`config.mk`:
```
export PLATFORM = sky130hd
export DESIGN_NAME = pa_core_exu_mul_seq_flat
export DESIGN_NICKNAME = d
export VERILOG_FILES = /design/src/rtl/pa_core_exu_mul_seq_if.sv /design/src/rtl/pa_core_exu_mul_seq.sv /design/src/flat_wrapper.sv
export SDC_FILE = /design/constraint.sdc
export NUM_CORES = 2
export LEC_CHECK = 0
export ABC_AREA = 1
export CAP_MARGIN = 30
export CORE_MARGIN = 2
export CORE_UTILIZATION = 50
export DETAILED_ROUTE_END_ITERATION = 16
export GPL_ROUTABILITY_DRIVEN = 0
export PLACE_DENSITY = 0.64
export SLEW_MARGIN = 15
export SYNTH_ARGS = -nofsm -noshare
export SYNTH_HDL_FRONTEND = slang
export SYNTH_SLANG_ARGS = --single-unit
export TNS_END_PERCENT = 20
```
`constraint.sdc`:
```
create_clock -name clk_i -period 7.5 [get_ports clk_i]
set_clock_uncertainty 0.05 [all_clocks]
set_input_delay 0.75 -clock clk_i [delete_from_list [all_inputs] [get_ports clk_i]]
set_output_delay 0.75 -clock clk_i [all_outputs]
set_load 0.005 [all_outputs]
```
`src/rtl/pa_core_exu_mul_seq_if.sv`:
```
// Request/result bundle for the sequential RV32M multiplier.
// The master drives the request side; the slave (the multiplier) returns status and result.
interface pa_core_exu_mul_seq_if #(
  parameter int DATA_W = 32
);
  logic              start_i;
  logic [1:0]        op_i;
  logic [DATA_W-1:0] data1_i;
  logic [DATA_W-1:0] data2_i;
  logic              kill_i;
  logic              ready_o;
  logic              busy_o;
  logic              valid_o;
  logic [DATA_W-1:0] data_o;

  modport master (
    output start_i, op_i, data1_i, data2_i, kill_i,
    input  ready_o, busy_o, valid_o, data_o
  );

  modport slave (
    input  start_i, op_i, data1_i, data2_i, kill_i,
    output ready_o, busy_o, valid_o, data_o
  );
endinterface

```
`src/rtl/pa_core_exu_mul_seq.sv`:
```
// Sequential RV32M multiplier (MUL/MULH/MULHSU/MULHU): one STEP_W digit of rs2 per cycle, result DATA_W/STEP_W+1 cycles after accept.
// Accepts only when ready_o (IDLE/DONE); start during CALC is dropped, kill returns to IDLE without a strobe.
module pa_core_exu_mul_seq #(
  parameter int DATA_W = 32,
  parameter int STEP_W = 8
) (
  input  logic                 clk_i,
  input  logic                 rst_n_i,
  pa_core_exu_mul_seq_if.slave mul_if
);
  localparam int N     = DATA_W / STEP_W;
  localparam int ACC_W = 2 * DATA_W;
  localparam int CNT_W = (N > 1) ? $clog2(N) : 1;

  localparam logic [1:0] OP_MUL    = 2'b00;
  localparam logic [1:0] OP_MULH   = 2'b01;
  localparam logic [1:0] OP_MULHSU = 2'b10;

  typedef enum logic [1:0] {IDLE, CALC, DONE} state_e;

  state_e            state_q;
  logic [1:0]        op_q;
  logic              neg_q;
  logic [ACC_W-1:0]  mcand_q;
  logic [ACC_W-1:0]  acc_q;
  logic [DATA_W-1:0] mplier_q;
  logic [DATA_W-1:0] data_q;
  logic [CNT_W-1:0]  cnt_q;

  logic              sign1;
  logic              sign2;
  logic [DATA_W-1:0] mag1;
  logic [DATA_W-1:0] mag2;
  logic [ACC_W-1:0]  acc_d;
  logic [ACC_W-1:0]  product_d;
  logic [DATA_W-1:0] result_d;
  logic              accept;

  always_comb begin
    sign1     = 1'b0;
    sign2     = 1'b0;
    mag1      = mul_if.data1_i;
    mag2      = mul_if.data2_i;
    acc_d     = acc_q;
    product_d = '0;
    result_d  = '0;
    accept    = 1'b0;

    sign1 = mul_if.data1_i[DATA_W-1] && (mul_if.op_i == OP_MULH || mul_if.op_i == OP_MULHSU);
    sign2 = mul_if.data2_i[DATA_W-1] && (mul_if.op_i == OP_MULH);
    // Most negative input negates to itself, which reads correctly as 2^(DATA_W-1) unsigned.
    if (sign1) mag1 = ~mul_if.data1_i + DATA_W'(1);
    if (sign2) mag2 = ~mul_if.data2_i + DATA_W'(1);

    // mcand_q already carries the count*STEP_W shift, so only the low digit of mplier_q is used.
    acc_d     = acc_q + mcand_q * {{(ACC_W-STEP_W){1'b0}}, mplier_q[STEP_W-1:0]};
    product_d = neg_q ? (~acc_d + ACC_W'(1)) : acc_d;
    result_d  = (op_q == OP_MUL) ? product_d[DATA_W-1:0] : product_d[ACC_W-1:DATA_W];

    accept = mul_if.start_i && !mul_if.kill_i && (state_q == IDLE || state_q == DONE);
  end

  always_ff @(posedge clk_i) begin
    if (!rst_n_i) begin
      state_q  <= IDLE;
      op_q     <= '0;
      neg_q    <= 1'b0;
      mcand_q  <= '0;
      acc_q    <= '0;
      mplier_q <= '0;
      data_q   <= '0;
      cnt_q    <= '0;
    end else begin
      case (state_q)
        IDLE, DONE: begin
          if (accept) begin
            state_q  <= CALC;
            op_q     <= mul_if.op_i;
            neg_q    <= sign1 ^ sign2;
            mcand_q  <= {{DATA_W{1'b0}}, mag1};
            mplier_q <= mag2;
            acc_q    <= '0;
            cnt_q    <= '0;
          end else begin
            state_q <= IDLE;
          end
        end
        CALC: begin
          if (mul_if.kill_i) begin
            state_q <= IDLE;
          end else begin
            acc_q    <= acc_d;
            mcand_q  <= mcand_q << STEP_W;
            mplier_q <= mplier_q >> STEP_W;
            if (cnt_q == CNT_W'(N - 1)) begin
              state_q <= DONE;
              data_q  <= result_d;
            end else begin
              cnt_q <= cnt_q + CNT_W'(1);
            end
          end
        end
        default: state_q <= IDLE;
      endcase
    end
  end

  assign mul_if.ready_o = (state_q != CALC);
  assign mul_if.busy_o  = (state_q == CALC);
  assign mul_if.valid_o = (state_q == DONE);
  assign mul_if.data_o  = data_q;
endmodule
```
`src/flat_wrapper.sv`:
```
// flat-port wrapper written by rule: the top's interface ports become plain ports
module pa_core_exu_mul_seq_flat 
#(
  parameter int DATA_W = 32,
  parameter int STEP_W = 8
)
  (clk_i, rst_n_i, mul_if_start_i, mul_if_op_i, mul_if_data1_i, mul_if_data2_i, mul_if_kill_i, mul_if_ready_o, mul_if_busy_o, mul_if_valid_o, mul_if_data_o);
  pa_core_exu_mul_seq_if #(.DATA_W(DATA_W)) mul_if_i ();
  input  logic clk_i;
  input  logic rst_n_i;
  input wire logic [$bits(mul_if_i.start_i)-1:0] mul_if_start_i;
  input wire logic [$bits(mul_if_i.op_i)-1:0] mul_if_op_i;
  input wire logic [$bits(mul_if_i.data1_i)-1:0] mul_if_data1_i;
  input wire logic [$bits(mul_if_i.data2_i)-1:0] mul_if_data2_i;
  input wire logic [$bits(mul_if_i.kill_i)-1:0] mul_if_kill_i;
  output wire logic [$bits(mul_if_i.ready_o)-1:0] mul_if_ready_o;
  output wire logic [$bits(mul_if_i.busy_o)-1:0] mul_if_busy_o;
  output wire logic [$bits(mul_if_i.valid_o)-1:0] mul_if_valid_o;
  output wire logic [$bits(mul_if_i.data_o)-1:0] mul_if_data_o;
  assign mul_if_i.start_i = mul_if_start_i;
  assign mul_if_i.op_i = mul_if_op_i;
  assign mul_if_i.data1_i = mul_if_data1_i;
  assign mul_if_i.data2_i = mul_if_data2_i;
  assign mul_if_i.kill_i = mul_if_kill_i;
  assign mul_if_ready_o = mul_if_i.ready_o;
  assign mul_if_busy_o = mul_if_i.busy_o;
  assign mul_if_valid_o = mul_if_i.valid_o;
  assign mul_if_data_o = mul_if_i.data_o;
  pa_core_exu_mul_seq #(.DATA_W(DATA_W), .STEP_W(STEP_W)) u_core (.clk_i(clk_i), .rst_n_i(rst_n_i), .mul_if(mul_if_i));
endmodule
```
==> flow_summary.toml <==
[placement]
dp_hpwl_microns = 73300
dp_slack_ps = 842
port-buffer-count = 104

[sta]
final.setup.tns_ps = 0
rsz0062_at_grt = "no"
period_share_pct = 92.3
setup_viol = 0
min_period_ps = 6920
tightest_slew_ps = 976
slew_viol_final = 0
clock.fmax_mhz = 144
fin_ws_ps = 578
hold_slack_ps = 415
hold_viol = 0
relSlewSlack_pct = 34.7

[logic_synthesis]
ys_top_cells_by_area = "fa_1 (27%), nand2_1 (17%), inv_1 (14%), dfxtp_1 (13%), a21oi_1 (5.4%)"
yosysTopAreaCell = "fa_1"
yosysUniqueCellTypes = 47
synth_top_area_share_pct = 27.3
synthFlopType = "dfxtp_1"
yosysMostFrequentCell = "nand2_1"
ys_seq_elements = 199
avgSynthCellArea_sq_um = 6.42
synth_edf_count = 0
synth_fp_nets = 5239
synth_common_cells = "nand2_1 (1,345), inv_1 (1,116), fa_1 (410), a21oi_1 (326), nor2_1 (290)"
syn_area_sq_um = 30000
yosysSeqAreaShare_pct = 13.3
yosys_warnings = 0
synthArstFlopShare_pct = 0
syn_inst = 4681

[cts]
cts_tree = "yes"
clk_pin_slew_ps = 90
cts_made_buffers = 17
htree_levels = 4
cts_resized = 0
clock_latency_ps = 520
cts.sinks = 199
root_buffer = "clkbuf_16"
postCtsSetupBuffers = 0
cts_buffer_depth = 2
hold_buffers = 0

[global_route]
antenna_found_initial = 2
grt-ovfl-total = 0
first_global_vias = 27400
grt_max_degree = 72
grt_pass1_wl_microns = 151000
track_usage_pct = 30.8

[die]
dieWidth_microns = 249
core-area_sq_um = 59200
initial_core_util_pct = 50.7
die_h_microns = 249
pin_count = 105
rows = 89
die-area_sq_um = 62100

[critical_path]
crit_buf_inv = 5
worstSetupEndpointType = "flip-flop"
cp_max_fo = 26
cpLargestDelayFamily = "simple AND/OR/NAND/NOR gates"
critical_path_required_ps = 7840
reg2reg_depth = 25
crit_path_frequent_cell = "nand2_1"
start_kind = "flip-flop"
worst-path-stages = 25
cp_data_arrival_time_ps = 7260
cpMaxStageDelayCell = "dfxtp_2"
crit_type = "reg2reg"
slowest_delay_ps = 710

[detailed_routing]
vias = 28300
drt_pass1_iterations = 5
viasPerCell = 5.22
wl_per_cell_microns = 17.2
wirelength_microns = 93000
ant_nets = 0
drt_first_iter_violations = 2665
drcViolationCount = 0

[cells_and_area]
nets = 5184
n_antenna_cell = 0
area_growth_syn_to_layout_pct = 7.24
drive_gt1_share_pct = 4.36

[flow_run]
cap_violations = 0

[min_path]
min_path_cells = 2
hold_path_class = "reg2reg"

[power]
power_leakage_uw = 0.0183
ir_worst_vdd_uv = 195
powerDensity_nw_per_um2 = 133

[status]
status = "finished clean"
==> routing by layer <==
layer  part of all wire, %  vias to the layer above  GRT usage, %
li1                      -                    13700             -
met1                    45                    13400          44.3
met2                    44                     1053          48.5
met3                   8.1                      124          4.54
met4                   2.2                        4          8.07
met5                 0.029                        -             0
==> power by group <==
part	internal [uW]	leakage [uW]	switching, uW
logic	667	0.0164	1390
registers	1120	0.00163	136
clock network	440	0.000275	528
total	2230	0.0183	2050
==> cell type report <==
| class | instances | area (sq um) |
|---|---|---|
| Timing Repair Buffer | 136 | 1390 |
| Fill cell | 6042 | 27000 |
| Clock inverter | 13 | 134 |
| Tap cell | 773 | 967 |
| Inverter | 1156 | 4340 |
| Clock buffer | 18 | 429 |
| Multi-Input combinational cell | 3116 | 21000 |
| Sequential cell | 199 | 4000 |
==> flip-flops by register name (all words and copies together), names as in the netlist <==
| name | count |
|---|---|
| u_core.acc_q | 64 |
| u_core.mcand_q | 64 |
| u_core.mplier_q | 32 |
| u_core.mul_if.data_o | 32 |
| u_core.cnt_q | 2 |
| u_core.op_q | 2 |
| u_core.state_q | 2 |
| u_core.neg_q | 1 |
==> final timing paths <==
path                        from                       end  slack [ps]
max reg2reg   u_core.mplier_q[2]  u_core.mul_if.data_o[16]         580
min reg2reg  u_core.mplier_q[29]       u_core.mplier_q[29]         420
max           u_core.mplier_q[2]  u_core.mul_if.data_o[16]         580
min          u_core.mplier_q[29]       u_core.mplier_q[29]         420
==> stage by stage <==
step                power, uW  area, sq um  instances  utilization, %
detailed placement       3270        31600       5378            53.3
finish                   4280        32200       5411            54.4
floorplan                2630        30000       4681               -
global route             4590        32200       5411            54.4
CTS                      4260        32200       5409            54.3
global placement         3270        31500       5376            53.3
==> kinds of logic (layout without fill, tap and decap cells) <==
| kind of cell | count (synthesis) | in the layout | share of synthesized area [%] |
|---|---|---|---|
| compound gates | 618 | 618 | 10.7 |
| xor+xnor | 51 | 51 | 1.51 |
| buf+inv | 1366 | 1323 | 17.1 |
| fa+ha+maj | 488 | 488 | 30.6 |
| flops | 199 | 199 | 13.3 |
| simple gates | 1959 | 1959 | 26.8 |
==> worst min-delay path, cell delays in order, from the launching register on <==
cell and delay, ps:
dfxtp_1 310, nand2_1 50, a21oi_1 60
==> cell usage in the layout (no fill, tap or decap), types with 11 or more instances in the layout <==
master	n
nor3_1	32
a31oi_1	17
nand4_1	22
nand2_1	1344
nand3_2	11
o21ai_0	234
a21oi_1	326
nor2_2	22
xnor2_1	21
ha_1	78
clkdlybuf4s50_1	103
nand3_1	163
inv_2	36
dfxtp_1	190
xor2_1	29
nor2_1	286
buf_4	26
clkbuf_16	18
nand3b_1	14
fa_1	410
inv_1	1115
nand2_2	29
No activity file was read; power rests on OpenSTA's default activity.
